File: src/rtl/result_scoreboard.sv
`default_nettype none
// ============================================================================
// result_scoreboard : grades a processor result stream against an expected-
//                     value ROM; accumulates pass count, half-point score, map
// Revision: 1.0
// ============================================================================
module result_scoreboard #(
  parameter int NUM_CHECKS  = 20,
  parameter int DATA_W      = 32,
  parameter int SKIP_CYCLES = 1,
  parameter int WEIGHT_X2   = 7,
  parameter int SCORE_W     = 16,
  localparam int IDX_W = (NUM_CHECKS > 1) ? $clog2(NUM_CHECKS) : 1,
  localparam int CNT_W = $clog2(NUM_CHECKS + 1)
) (
  input  logic                  clk,
  input  logic                  reset,
  input  logic                  start,
  input  logic [DATA_W-1:0]     result,
  input  logic                  result_valid,
  output logic [IDX_W-1:0]      exp_addr,
  input  logic [DATA_W-1:0]     exp_data,
  output logic                  busy,
  output logic                  done,
  output logic [CNT_W-1:0]      pass_count,
  output logic [SCORE_W-1:0]    score,
  output logic [NUM_CHECKS-1:0] pass_map,
  output logic                  fail_seen,
  output logic [IDX_W-1:0]      first_fail_idx
);

  localparam int SKW = (SKIP_CYCLES > 1) ? $clog2(SKIP_CYCLES) : 1;
  localparam logic [SKW-1:0]   c_SKIP_LAST = SKW'((SKIP_CYCLES > 0) ? SKIP_CYCLES - 1 : 0);
  localparam logic [IDX_W-1:0] c_LAST_IDX  = IDX_W'(NUM_CHECKS - 1);

  typedef enum logic [1:0] {
    S_IDLE  = 2'd0,
    S_SKIP  = 2'd1,
    S_CHECK = 2'd2,
    S_DONE  = 2'd3
  } state_t;

  state_t                r_state;
  state_t                w_next;
  logic [SKW-1:0]        r_skip_cnt;
  logic [IDX_W-1:0]      r_idx;
  logic [CNT_W-1:0]      r_pass_count;
  logic [SCORE_W-1:0]    r_score;
  logic [NUM_CHECKS-1:0] r_pass_map;
  logic                  r_fail_seen;
  logic [IDX_W-1:0]      r_first_fail_idx;

  logic                  w_start_run;
  logic                  w_check;
  logic                  w_last;
  logic                  w_match;
  logic [NUM_CHECKS-1:0] w_hit_mask;

  assign w_start_run = ((r_state == S_IDLE) || (r_state == S_DONE)) && start;
  assign w_check     = (r_state == S_CHECK) && result_valid;
  assign w_last      = (r_idx == c_LAST_IDX);
  assign w_match     = (result == exp_data);
  assign w_hit_mask  = NUM_CHECKS'(1) << r_idx;

  always_ff @(posedge clk) begin
    if (!reset) begin
      r_state <= S_IDLE;
    end else begin
      r_state <= w_next;
    end
  end

  always_comb begin
    w_next = r_state;
    case (r_state)
      S_IDLE, S_DONE: begin
        if (start) begin
          w_next = (SKIP_CYCLES > 0) ? S_SKIP : S_CHECK;
        end
      end
      S_SKIP: begin
        if (r_skip_cnt == c_SKIP_LAST) begin
          w_next = S_CHECK;
        end
      end
      S_CHECK: begin
        if (result_valid && w_last) begin
          w_next = S_DONE;
        end
      end
      default: w_next = S_IDLE;
    endcase
  end

  // Index parks at the last check in DONE so exp_addr stays stable there.
  always_ff @(posedge clk) begin
    if (!reset) begin
      r_skip_cnt       <= '0;
      r_idx            <= '0;
      r_pass_count     <= '0;
      r_score          <= '0;
      r_pass_map       <= '0;
      r_fail_seen      <= 1'b0;
      r_first_fail_idx <= '0;
    end else if (w_start_run) begin
      r_skip_cnt       <= '0;
      r_idx            <= '0;
      r_pass_count     <= '0;
      r_score          <= '0;
      r_pass_map       <= '0;
      r_fail_seen      <= 1'b0;
      r_first_fail_idx <= '0;
    end else begin
      if (r_state == S_SKIP) begin
        r_skip_cnt <= r_skip_cnt + SKW'(1);
      end
      if (w_check) begin
        if (w_match) begin
          r_pass_map   <= r_pass_map | w_hit_mask;
          r_pass_count <= r_pass_count + CNT_W'(1);
          r_score      <= r_score + SCORE_W'(WEIGHT_X2);
        end else if (!r_fail_seen) begin
          r_fail_seen      <= 1'b1;
          r_first_fail_idx <= r_idx;
        end
        if (!w_last) begin
          r_idx <= r_idx + IDX_W'(1);
        end
      end
    end
  end

  assign exp_addr       = r_idx;
  assign busy           = (r_state == S_SKIP) || (r_state == S_CHECK);
  assign done           = (r_state == S_DONE);
  assign pass_count     = r_pass_count;
  assign score          = r_score;
  assign pass_map       = r_pass_map;
  assign fail_seen      = r_fail_seen;
  assign first_fail_idx = r_first_fail_idx;

endmodule
`default_nettype wire

File: config.mk
export PLATFORM = sky130hd
export DESIGN_NAME = result_scoreboard
export DESIGN_NICKNAME = d
export VERILOG_FILES = /design/src/rtl/result_scoreboard.sv
export SDC_FILE = /design/constraint.sdc
export NUM_CORES = 1
export LEC_CHECK = 0
export BUFFER_PORTS_ARGS = -buffer_cell sky130_fd_sc_hd__buf_2
export CORE_MARGIN = 2
export CORE_UTILIZATION = 25
export DETAILED_ROUTE_END_ITERATION = 8
export GPL_TIMING_DRIVEN = 0
export SLEW_MARGIN = 20
export SYNTH_ARGS = -nofsm -noshare
export SYNTH_HDL_FRONTEND = slang
export SYNTH_SLANG_ARGS = --single-unit
File: constraint.sdc
create_clock -name clk -period 4 [get_ports clk]
set_input_delay 0.6 -clock clk [delete_from_list [all_inputs] [get_ports clk]]
set_output_delay 0.6 -clock clk [all_outputs]
set_load 0.02 [all_outputs]
### After elaboration in Yosys (flattened, before gate mapping)

Cells that the tools add are included.

| storage, ports and cells | value |
|---|---|
| flip-flop bits (word level) | 55 |
| output and inout port bits | 54 |
| input bits | 68 |
| word-level logic and storage cells | 43 |

| cells by class | value |
|---|---|
| reduce and logical (&&, ||, !) cells | 13 |
| shifts and indexed selects | 1 |
| mux-type cells | 4 |
| bitwise gates (word level) | 5 |
| equal/unequal tests | 8 |
| add/sub/neg operators | 4 |

Operators with widths:

| operator | count |
|---|---|
| 32-bit equality test | 1 |
| 20-bit OR | 1 |
| 1-bit by 5-bit << shifter with 20-bit output (first input constant) | 1 |
| 16-bit by 3-bit adder with 16-bit output (second input constant) | 1 |
| 5-bit by 1-bit adder with 5-bit output (second input constant) | 2 |
| 2-bit two-way mux | 3 |
| 2-bit case mux with 3 select lines | 1 |
| 2-bit AND reduction | 3 |
| 3-bit AND reduction | 2 |
| 5-bit equality test (second input constant) | 1 |
| 2-bit equality test (second input constant) | 2 |
| 2-bit != test (second input constant) | 2 |
| 1-bit inverter | 4 |
| 2-bit OR reduction | 2 |
| 1-bit logical AND | 3 |
| 2-bit by 1-bit equality test with 1-bit output (second input constant) | 1 |
| 2-bit logical NOT | 1 |
| 1-bit logical OR | 2 |
| 2-bit by 1-bit != test with 1-bit output (second input constant) | 1 |
| 1-bit adder (second input constant) | 1 |

### Depth between registers and ports, before layout

| logic depth | value |
|---|---|
| depth in word-level cells | 4 |
| depth in mapped cells | 8 |
| depth with buffers taken out | 7 |

### Least setup slack after synthesis

OpenSTA, ideal clock, no wires.

| path | value |
|---|---|
| path kind | register to register |
| start point | reg r_score[0], in the netlist score[0] |
| end point | reg r_score[14], in the netlist score[14] |
| setup time | 118 ps |
| stages on the path, launching flop included | 8 |
| arrival time | 1991 ps |
| buffers on the path | 0 |
| path slack | 1891 ps |
| data required time | 3882 ps |
| period minus slack after synthesis | 2109 ps |
| cell sequence | dfxtp_1 -> inv_1 -> ha_1 -> inv_1 -> o21ai_0 -> or3_2 -> or4_1 -> mux2i_1 |

| between the ends | value |
|---|---|
| word-level cells in the longest chain between the ends | 1 |

RTL lines:

| item | line | text |
|---|---|---|
| from (decl) | 48 | `logic [SCORE_W-1:0] r_score;` |
| from (signal assigned) | 121 | `r_score <= r_score + SCORE_W'(WEIGHT_X2);` |
| 16-bit by 3-bit adder with 16-bit output | 121 |  |

Every way passes these cells.
A chain may end at the register's enable or synchronous reset.

### Worst setup path after layout

| path | value |
|---|---|
| start point | reg r_state[0] |
| end point | reg r_score[13], in the netlist score[13] |

| between the ends | value |
|---|---|
| word-level cells in the longest chain between the ends | 4 |
| elaborated cells on any way between the ends | 8 |
| those cells by class | eq/ne (2); reduce/logical (6) |

RTL lines:

| item | line | text |
|---|---|---|
| from (decl) | 43 | `state_t r_state;` |
| from (signal assigned) | 69 | `r_state <= w_next;` |
| 2-bit equality test or 2-bit logical NOT (tied branches) | 59 | `assign w_start_run = ((r_state == S_IDLE) \|\| (r_state == S_DONE)) && start;` |
| 1-bit logical OR | 59 |  |
| 1-bit logical AND | 59 |  |
| 2-bit OR reduction (no line) | - |  |

Several ways; a longest one is shown, not always the timed one.

==> results.json <==
{
  "status": "finished, final reports clean",
  "grt_use_total": 0.1273,
  "ys_ff_latch": 55,
  "cts_sinks": 55,
  "first_pass_iters": 4,
  "ys_types": 43,
  "fin_nets": 559,
  "synth.net_count": 431,
  "synth_area_um2": 3112,
  "first_global_vias": 2905,
  "wl_per_cell_um": 13.22,
  "area_growth_pct": 31.12,
  "power_leakage_nw": 1.871,
  "path_clk_slew_ns": 0.08,
  "final.setup_skew_ns": 0.008077,
  "die_h_um": 115.6,
  "worstReg2RegStart": "r_state[0]",
  "dieArea_um2": 13360,
  "routed_via_density": 4.581,
  "path_max_fanout": 10,
  "ant_nets": 0,
  "ios": 122,
  "fp.dieW_um": 115.6,
  "antenna_cells": 0,
  "drive_gt1_frac": 0.3243,
  "critPathLaunch": "r_state[0]",
  "final.period_utilization": 0.5679,
  "rsz0062_at_grt": "false",
  "setup_viol_count_final": 0,
  "arrival_ns": 2.50,
  "final_common_cell": "buf_2",
  "synth_top_area_cell": "dfxtp_1",
  "cp_data_required_time_ns": 4.22,
  "max_slew_margin": 0.6216,
  "overflow": 0,
  "cp-end-kind": "flop",
  "max_slew.worst_pin.slew_ns": 0.5676,
  "drt_iter0_drc": 110,
  "crit_type": "reg2reg",
  "cts.repair.resized": 0,
  "layout.cells.non_filler": 649,
  "period_minus_slack_ns": 2.272,
  "ir_drop_mv": 0.1688,
  "cts_buffers": 5,
  "cellPowerDensity_nw_per_um2": 344.2,
  "grt_max_degree": 20,
  "synth_area_leaders": "dfxtp_1 35%, xor2_1 9.6%, nand2_1 7.4%, mux2i_1 7.1%, ha_1 4.4%",
  "grt_pass1_wl_mm": 13.52,
  "wirelength_mm": 8.578,
  "cts_tree": "done",
  "h-tree-depth": 2,
  "cts_setup_buffers": 0,
  "start_util": 0.2580,
  "min_from": "pass_map[8]",
  "p_total_mw": 1.404,
  "coreArea_um2": 12060,
  "final_max_slew_viol_count": 0,
  "cts_root_buf": "clkbuf_16",
  "num_vias": 2973,
  "yosysWarnings": 0,
  "maxCapViolations": 0,
  "grt_antenna_before_repair": 0,
  "finalHoldViolCount": 0,
  "mostFrequentLayoutCells": "126 x buf_2, 61 x nand2_1, 55 x dfxtp_1",
  "fin_setup_tns_ns": 0,
  "place_inst": 641,
  "gp_congestion": 0.8081,
  "syn_inst": 352,
  "ys_seq_area_frac": 0.3538,
  "max_freq_mhz": 440.2,
  "synth_top_area_share": 0.3538,
  "worst_setup_path_start_kind": "flop",
  "rows": 40,
  "cts_max_path_buffers": 2,
  "port_buffers": 121,
  "avgSynthCellArea_um2": 8.840,
  "drcViolationCount": 0,
  "worst_hold_path_type": "reg2reg",
  "dp_hpwl_mm": 6.802,
  "insertion_delay_ns": 0.30,
  "cts-hold-fix-buffers": 0
}
## path summary, 6_finish.rpt
path	slack [ns]	cells past startpoint	to
setup reg to reg	1.73	7	score[13]
hold reg to reg	0.45	2	pass_map[8]
setup / recovery	1.73	7	score[13]
hold / removal	0.45	2	pass_map[8]
## critical path, stage by stage (launching register included)
cell and delay, ns:
dfxtp_1 0.40, inv_1 0.06, ha_1 0.32, a21oi_1 0.23, clkbuf_1 0.42, buf_1 0.50, nand2_1 0.11, mux2i_1 0.16
## layout make-up
| cell class | count | area [um^2] |
|---|---|---|
| fillers | 1226 | 7981 |
| clock buffers | 5 | 125.1 |
| clock inverters | 3 | 27.53 |
| multi-input cells | 262 | 1858 |
| plain buffers | 21 | 100.1 |
| repair buffers | 121 | 605.6 |
| inverters | 14 | 52.55 |
| flip-flops and latches | 55 | 1101 |
| well taps | 168 | 210.2 |
## kinds of logic (layout without fill, tap and decap cells)
group	Yosys count	after routing	synth area share
mux	22	22	0.07077
flops	55	55	0.3538
fa+ha+maj	11	11	0.04423
buf+inv	35	164	0.04905
simple gates	151	151	0.2658
compound gates	42	42	0.1150
xor+xnor	36	36	0.1013
## per-stage QoR
stage / worst slack (ns) / area, um^2 / hold slack, ns / util
floorplan: 1.891 / 3112 / 0.5050 / -
global placement: 1.630 / 3928 / 0.4369 / 0.3256
detailed placement: 1.606 / 3928 / 0.4423 / 0.3256
CTS: 1.712 / 4080 / 0.4612 / 0.3383
global route: 1.536 / 4080 / 0.4838 / 0.3383
finish: 1.728 / 4080 / 0.4550 / 0.3383
## cells in the mapped netlist
library cell  count
nor2_1           13
mux2i_1          22
o41ai_2           6
nor2b_1           4
buf_6             1
nand3_4           1
buf_2             5
o31ai_1           1
inv_1            14
nor4bb_1          1
or4_1             2
buf_1             2
a41o_1            2
a211oi_1          3
nor4_2            8
xnor2_1           2
o311ai_0          1
and4_1            3
nor3_1            8
a21oi_1           4
or2_1             1
and3_1            3
nand3_1           9
dfxtp_1          55
and2_1            2
o41ai_1           9
nand4_1          14
a31oi_1           2
o21ai_1           1
a211oi_2          1
o21ai_0           8
clkbuf_1         11
a222oi_1          1
a22oi_1           1
ha_1             11
nand2_1          61
buf_4             2
nand2b_1         17
o21a_1            2
xor2_1           34
nor4_1            1
nand4_2           2
or3_2             1
## routing by layer
metal | track usage | up-vias | part of all wire
met3 | 0.03923 | 11 | 0.085
met4 | 0.04900 | 0 | 0.019
met2 | 0.2218 | 110 | 0.47
li1 | - | 1488 | -
met1 | 0.1458 | 1364 | 0.43
met5 | 0 | - | 0
## flip-flops by register name, indices dropped and copies added (netlist names)
register and flops:
pass_map 20, score 16, exp_addr 5, first_fail_idx 5, pass_count 5, r_state 2
fail_seen 1, r_skip_cnt 1
## power breakdown
part	switching, mW	internal [mW]	leakage (nW)	total [mW]
registers	0.0184	0.565	0.444	0.583
logic	0.235	0.126	1.35	0.361
clock network	0.221	0.239	0.0723	0.460
No activity file was read; power rests on OpenSTA's default activity.
